### config.mk
export PLATFORM = sky130hd
export DESIGN_NAME = pipe_stage_chain
export DESIGN_NICKNAME = d
export VERILOG_FILES = /design/src/rtl/pipe_stage_chain.sv
export SDC_FILE = /design/constraint.sdc
export NUM_CORES = 1
export LEC_CHECK = 0
export CAP_MARGIN = 20
export CORE_ASPECT_RATIO = 1.25
export CORE_MARGIN = 2
export CORE_UTILIZATION = 30
export CTS_BUF_LIST = sky130_fd_sc_hd__clkbuf_4
export DETAILED_ROUTE_END_ITERATION = 16
export RECOVER_POWER = 50
export SYNTH_ARGS = -nofsm -noshare
export SYNTH_HDL_FRONTEND = slang
export SYNTH_SLANG_ARGS = --single-unit
export TNS_END_PERCENT = 100
### constraint.sdc
create_clock -name clk -period 2.4 [get_ports clk]
set_input_delay 0.48 -clock clk [delete_from_list [all_inputs] [get_ports clk]]
set_output_delay 0.48 -clock clk [all_outputs]
set_load 0.03 [all_outputs]
### src/rtl/pipe_stage_chain.sv
// pipe_stage_chain
// ----------------
// Parametrised register chain with a valid/ready handshake at each end.
// It collapses bubbles, has a synchronous flush, and reports how many words it holds.
// Each stage carries its own valid bit, so the handshake provides stall and the
// flush input provides clear.
//
// Optional feature macro: PIPE_SKID_EN
//   undefined : one register per stage. The ready signal is chained
//               combinationally from out_ready back to in_ready.
//               Capacity is STAGES.
//   defined   : each stage has a one-entry skid register behind its main
//               register. Stage ready is registered (skid empty).
//               Capacity is 2*STAGES. Latency is the same as without skid.
//
// Parameters
//   WIDTH   data bits per stage
//   STAGES  number of register stages (1..8)
//   CNT_W   width of the occupancy count
// Ports
//   clk        clock; all state changes on the rising edge
//   rst        asynchronous active-low reset
//   flush      synchronous discard of every held entry
//   in_valid   upstream has data
//   in_ready   chain accepts in_data this cycle
//   in_data    upstream data
//   out_valid  last stage holds data
//   out_ready  downstream accepts
//   out_data   last-stage data (zero when empty)
//   count      number of entries currently held
module pipe_stage_chain #(
    parameter int WIDTH  = 32,
    parameter int STAGES = 2,
    parameter int CNT_W  = $clog2(2*STAGES+1)
) (
    input  logic             clk,
    input  logic             rst,
    input  logic             flush,
    input  logic             in_valid,
    output logic             in_ready,
    input  logic [WIDTH-1:0] in_data,
    output logic             out_valid,
    input  logic             out_ready,
    output logic [WIDTH-1:0] out_data,
    output logic [CNT_W-1:0] count
);

    localparam int LAST = STAGES - 1;

    logic [STAGES-1:0] stage_v;      // main-register valid per stage
    logic [STAGES-1:0] stage_rdy;    // stage can take a word this edge
    logic [STAGES-1:0] stage_leave;  // stage's main content moves on this edge
    logic [STAGES-1:0] up_valid;     // word presented to each stage this edge
    logic [WIDTH-1:0]  stage_d  [STAGES];
    logic [WIDTH-1:0]  up_data  [STAGES];
    logic              in_fire;
    logic              out_fire;
    logic [CNT_W-1:0]  count_reg;

`ifdef PIPE_SKID_EN
    logic [STAGES-1:0] skid_v;
    logic [STAGES:0]   down_rdy;     // ready seen by each stage from downstream

    // Ready comes only from registers. A stage can take a word while its skid is free.
    assign stage_rdy   = ~skid_v;
    assign down_rdy    = {out_ready, stage_rdy};
    assign stage_leave = stage_v & down_rdy[STAGES:1];
`else
    logic chain_rdy;

    // Walk from the output back to the input. A stage is ready when it is empty
    // or its word leaves this edge. This creates the combinational out_ready -> in_ready path.
    always_comb begin
        stage_rdy   = '0;
        stage_leave = '0;
        chain_rdy   = out_ready;
        for (int i = LAST; i >= 0; i--) begin
            stage_leave[i] = stage_v[i] && chain_rdy;
            stage_rdy[i]   = !stage_v[i] || stage_leave[i];
            chain_rdy      = stage_rdy[i];
        end
    end
`endif

    // While reset is held, no input is taken. No input is taken during a flush cycle either.
    assign in_ready  = rst && !flush && stage_rdy[0];
    assign in_fire   = in_valid && in_ready;
    assign out_valid = stage_v[LAST];
    assign out_data  = stage_d[LAST];
    assign out_fire  = out_valid && out_ready;
    assign count     = count_reg;

    genvar gi;
    generate
        for (gi = 0; gi < STAGES; gi++) begin : g_stage
            logic             v_reg;
            logic [WIDTH-1:0] d_reg;

            if (gi == 0) begin : g_src_in
                assign up_valid[gi] = in_fire;
                assign up_data[gi]  = in_data;
            end else begin : g_src_prev
                assign up_valid[gi] = stage_leave[gi-1];
                assign up_data[gi]  = stage_d[gi-1];
            end

            assign stage_v[gi] = v_reg;
            assign stage_d[gi] = d_reg;

`ifdef PIPE_SKID_EN
            logic             sv_reg;
            logic [WIDTH-1:0] sd_reg;

            assign skid_v[gi] = sv_reg;

            // When the skid is full, the stage takes no input (ready is low).
            // The skid refills main as soon as main leaves, so order is kept.
            always_ff @(posedge clk or negedge rst) begin
                if (!rst) begin
                    v_reg  <= 1'b0;
                    d_reg  <= '0;
                    sv_reg <= 1'b0;
                    sd_reg <= '0;
                end else if (flush) begin
                    v_reg  <= 1'b0;
                    d_reg  <= '0;
                    sv_reg <= 1'b0;
                    sd_reg <= '0;
                end else if (sv_reg) begin
                    if (stage_leave[gi]) begin
                        v_reg  <= 1'b1;
                        d_reg  <= sd_reg;
                        sv_reg <= 1'b0;
                        sd_reg <= '0;
                    end
                end else if (up_valid[gi]) begin
                    if (!v_reg || stage_leave[gi]) begin
                        v_reg <= 1'b1;
                        d_reg <= up_data[gi];
                    end else begin
                        sv_reg <= 1'b1;
                        sd_reg <= up_data[gi];
                    end
                end else if (stage_leave[gi]) begin
                    v_reg <= 1'b0;
                    d_reg <= '0;
                end
            end
`else
            // A ready stage is either empty or emptying. It reloads from upstream,
            // or it goes empty with its data cleared to zero.
            always_ff @(posedge clk or negedge rst) begin
                if (!rst) begin
                    v_reg <= 1'b0;
                    d_reg <= '0;
                end else if (flush) begin
                    v_reg <= 1'b0;
                    d_reg <= '0;
                end else if (stage_rdy[gi]) begin
                    v_reg <= up_valid[gi];
                    d_reg <= up_valid[gi] ? up_data[gi] : '0;
                end
            end
`endif
        end
    endgenerate

    // Occupancy count. The flush clears it even if a word also leaves on that edge.
    always_ff @(posedge clk or negedge rst) begin
        if (!rst) begin
            count_reg <= '0;
        end else if (flush) begin
            count_reg <= '0;
        end else begin
            case ({in_fire, out_fire})
                2'b10:   count_reg <= count_reg + CNT_W'(1);
                2'b01:   count_reg <= count_reg - CNT_W'(1);
                default: count_reg <= count_reg;
            endcase
        end
    end

endmodule

* Word-level counts from Yosys, hierarchy flattened
Cells that the tools add are included.
Widths: inputs -> output; s select.
** Storage, ports and cells
- Register bits :: 69
- Input port bits :: 37
- Word-level logic and storage cells :: 34
** Operators by class
- $add $sub $neg :: 2
- Equality and inequality tests :: 2
- Muxes and demuxes :: 12
- Reduce and logical (&&, ||, !) cells :: 13
** Operator list (number)
- $mux 32 :: 6
- $pmux 3 s2 :: 1
- $logic_and 1x1->1 :: 5
- $mux 1 :: 4
- $reduce_bool 2->1 :: 2
- $add 3x1->3 const B :: 1
- $logic_not 1->1 :: 3
- $mux 3 :: 1
- $reduce_bool 3->1 :: 1
- $sub 3x1->3 const B :: 1
- $eq 2x1->1 const B :: 1
- $eq 2x2->1 const B :: 1
- $logic_or 1x1->1 :: 2

* Logic depth before layout (Yosys ltp)
- Depth in word-level cells :: 9
- Gate-level depth with buffers :: 9
- Mapped depth without buffers :: 7

* Worst setup path before layout
Ideal clock, no wire load.
- Path type :: input to register
- From :: input port flush
- To :: register count_reg[2] (netlist: count[2])
- Library setup time :: 125 ps
- Arrival :: 2211 ps
- Data required time :: 2275 ps
- Setup slack :: 64 ps
- Stages on the path :: 9
- Path buffers :: 3
- Path through :: buf_4 and4b_1 buf_6 buf_2 nor2_1 fa_1 and2_1 mux2i_1 mux2_2
** On the way
- Longest elaborated chain between the ends :: 7
** Ends and longest elaborated chain
- start, declared :: line 38 : input logic flush,
- $logic_not 1->1 :: line 86 : assign in_ready = rst && !flush && stage_rdy[0];
- $logic_and 1x1->1 (2 in series) :: line 86
- $logic_and 1x1->1 :: line 87 : assign in_fire = in_valid && in_ready;
- $eq 2x1->1 / $eq 2x2->1 (equally long branches) :: line 175 : case ({in_fire, out_fire})
- $pmux 3 s2 :: line 175
- $mux 3 :: line 172 : end else if (flush) begin
- end signal, assigned :: line 176 : 2'b10: count_reg <= count_reg + CNT_W'(1);
- end signal, assigned :: line 177 : 2'b01: count_reg <= count_reg - CNT_W'(1);
- end signal, assigned :: line 178 : default: count_reg <= count_reg;
- end, declared :: line 58 : logic [CNT_W-1:0] count_reg;
Parallel ways exist; a longest one is shown, timed or not.
A chain may end at the register's enable or synchronous reset.

* Worst setup path in the final report
- From :: input port out_ready
- To :: register count_reg[2] (netlist: count[2])
** On the way
- Longest elaborated chain between the ends :: 9
** Ends and longest elaborated chain
- start, declared :: line 43 : input logic out_ready,
- $logic_and 1x1->1 (*) :: line 78, 90
- $logic_or 1x1->1 :: line 79 : stage_rdy[i] = !stage_v[i] || stage_leave[i];
- $logic_and 1x1->1 :: line 78 : stage_leave[i] = stage_v[i] && chain_rdy;
- $logic_or 1x1->1 :: line 79
- $logic_and 1x1->1 :: line 86
- $logic_and 1x1->1 :: line 87
- $eq 2x1->1 / $eq 2x2->1 (equally long branches) :: line 175
- $pmux 3 s2 :: line 175
- $mux 3 :: line 172
Every way passes the cells marked *; elsewhere a longest branch is shown, timed or not.

==> impl_metrics.json <==
{
  "synth_compound_area_frac": 0.222,
  "clockBufferDepth": 2,
  "slew_headroom": -0.135,
  "start_util": 0.310,
  "p_int_mw": 1.81,
  "yosys.area_share.adder": 0.00784,
  "die_w_microns": 86.5,
  "r2r_end": "count[2]",
  "ys_seq_area_frac": 0.676,
  "slew_viol_final": 70,
  "row_count": 37,
  "hold_path.class": "reg2reg",
  "ctsResizeCount": 0,
  "min_period_ns": 2.12,
  "overflow": 0,
  "grt_pass1_wl_microns": 9260,
  "swShare": 0.217,
  "setup.worst_path.end": "count[2]",
  "final_hold_viol_count": 0,
  "clock_skew_ns": 0.0136,
  "yosys-mux-area-fraction": 0.0167,
  "max_freq_mhz": 471,
  "worstPathRequired_ns": 2.69,
  "antenna_left": 0,
  "synth_top_family_by_area": "compound AO/OA/AOI/OAI gates",
  "synth-edff-count": 0,
  "synthXorXnorAreaFrac": 0.00637,
  "synth_cells": 174,
  "run_status": "finished, violations left",
  "die_area_sq_mm": 0.00927,
  "yosysMostFrequentCell": "dfrtp_1",
  "critPathLaunchType": "input pin",
  "reg2reg_from": "out_valid",
  "antenna_found_initial": 0,
  "worst_pin_slew_ns": 1.70,
  "clockPowerShare": 0.413,
  "cts_hold_buf": 0,
  "drt-pass1-iter-count": 4,
  "grt_max_degree": 70,
  "drive_gt1_frac": 0.127,
  "drt_iter0_drc": 68,
  "comb_power_share": 0.070,
  "postCtsSetupRepairBufs": 0,
  "switchingPower_mw": 0.500,
  "cts_made_buffers": 9,
  "placedCellCount": 341,
  "worstSetupStartpoint": "out_ready",
  "syn_avg_cell_area_sq_um": 14.7,
  "die_h_microns": 107,
  "viasPerCell": 4.96,
  "synthArstFlopShare": 1.00,
  "placed_area_sq_mm": 0.00344,
  "synth_flop_cell": "dfrtp_1",
  "cts_root_buffer": "clkbuf_4",
  "power_density_mw_per_mm2": 640,
  "ys_warn_count": 0,
  "core_sq_mm": 0.00824,
  "num_vias": 1772,
  "arrival_ns": 2.42,
  "fin_nets": 293,
  "endpoint_kind": "flip-flop",
  "io_buffers": 73,
  "maxCapViolCount": 1,
  "synth_area_leader_cell": "dfrtp_1",
  "synth.net_count": 212,
  "timing.final.crit_share": 0.885,
  "ys_seq_elements": 69,
  "wl_microns": 5580,
  "synth_top_area_share": 0.676,
  "clkLatencyLatePin_ns": 0.40,
  "p_leak_nw": 1.66,
  "rrSetupSlack_ns": 0.49,
  "seq_power_share": 0.517,
  "cts.sinks": 69,
  "grt_pass1_vias": 1818,
  "synth_commonest_cells": "dfrtp_1 (69), a22o_1 (64), clkbuf_1 (9)",
  "place_hpwl_microns": 3560,
  "rsz0062_at_grt": "false",
  "rr_worst_depth": 7,
  "drcViolationCount": 0,
  "cp_max_fo": 2,
  "violations": "max-capacitance violations, max-slew violations",
  "grt_use_total": 0.132,
  "area_growth_pct": 41.3,
  "cts_tree": "done",
  "setup_viol": 0,
  "ys_types": 21,
  "design_area_sq_mm": 0.00361,
  "stdcell_count": 357,
  "diodes": 0,
  "synth_simple_gate_area_share": 0.0426,
  "htreeDepth": 3,
  "gp_congestion": 0.707,
  "wl_per_cell_microns": 15.6,
  "boundaryPins": 74,
  "peakVddDrop_v": 0.000226,
  "synth.area.top_cells": "dfrtp_1 (68%), a22o_1 (22%), clkbuf_1 (1.3%), nand2b_1 (0.98%), nor2_1 (0.88%)",
  "netlist_area_sq_mm": 0.00255,
  "critPathKind": "in2reg",
  "clk_pin_slew_ns": 0.11
}
[cells in the final DEF, fill, tap and decap left out, types with 2 or more instances in the layout]
master | netlist | layout
a22o_1 | 64 | 64
buf_4 | 1 | 7
bufinv_16 | 0 | 3
clkbuf_1 | 9 | 3
clkbuf_2 | 0 | 2
clkbuf_4 | 0 | 11
clkdlybuf4s50_1 | 0 | 70
dfrtp_1 | 69 | 69
mux2i_1 | 2 | 2
nand2b_1 | 4 | 4
nor2_1 | 6 | 5
nor2b_1 | 3 | 2
[cell families after synthesis]
kind of cell / count (synthesis)
DFF: 69
AOI/OAI and AO/OA: 65
and+or+nand+nor: 19
buffers and inverters: 15
muxes: 4
xor gates and xnor gates: 1
adders and majority gates: 1
[metrics by stage]
step	hold WS, ns	worst slack (ns)	TNS, ns	utilization	power (mW)
after floorplan	0.184	0.0641	0	-	1.27
after global placement	0.473	-0.0602	-0.0602	0.417	1.38
after detailed placement	0.478	-0.0744	-0.108	0.417	1.38
after CTS	0.296	0.326	0	0.440	2.34
after global routing	0.511	0.186	0	0.438	2.41
final	0.502	0.276	0	0.438	2.31
[worst max-delay path: stages]
cell and delay, ns:
dlygate4sd3_1 0.54, nand3b_1 0.12, and4b_2 0.24, nor2_1 0.05
fa_1 0.36, and2_1 0.15, mux2i_1 0.13, mux2_2 0.35
[power groups by stage]
stage / sequential (mW) / clock, mW / combinational, mW
after floorplan: 1.22 / 0 / 0.0470
after global placement: 1.22 / 0 / 0.166
after global routing: 1.20 / 1.04 / 0.178
final: 1.19 / 0.953 / 0.162
after detailed placement: 1.22 / 0 / 0.167
after CTS: 1.19 / 0.982 / 0.168
[final cells by class]
type	instances	area, sq um
Fill cell	791	4630
Sequential cell	69	1730
Timing Repair Buffer	85	812
Multi-Input combinational cell	90	759
Tap cell	97	121
Clock inverter	6	111
Clock buffer	10	75.1
[per-layer routing]
| layer | track usage | vias to the layer above | routed length (microns) |
|---|---|---|---|
| met4 | 0.0703 | 0 | 140 |
| met1 | 0.176 | 881 | 2580 |
| met2 | 0.191 | 55 | 2550 |
| met5 | 0 | - | 0 |
| met3 | 0.0393 | 13 | 318 |
| li1 | - | 823 | - |
[how the worst min path moves through the flow]
| stage | start | to | slack [ns] | cells after the start |
|---|---|---|---|---|
| final | g_stage[0].d_reg[19] | out_data[19] | 0.50 | 1 |
| after global routing | g_stage[0].d_reg[9] | out_data[9] | 0.51 | 1 |
| after CTS | rst | g_stage[0].d_reg[18] | 0.30 | 2 |
| after detailed placement | g_stage[0].d_reg[0] | out_data[0] | 0.48 | 1 |
| after global placement | g_stage[0].d_reg[25] | out_data[25] | 0.47 | 1 |
| after floorplan | rst | count[0] | 0.18 | 0 |
No activity file was read; power rests on OpenSTA's default activity.
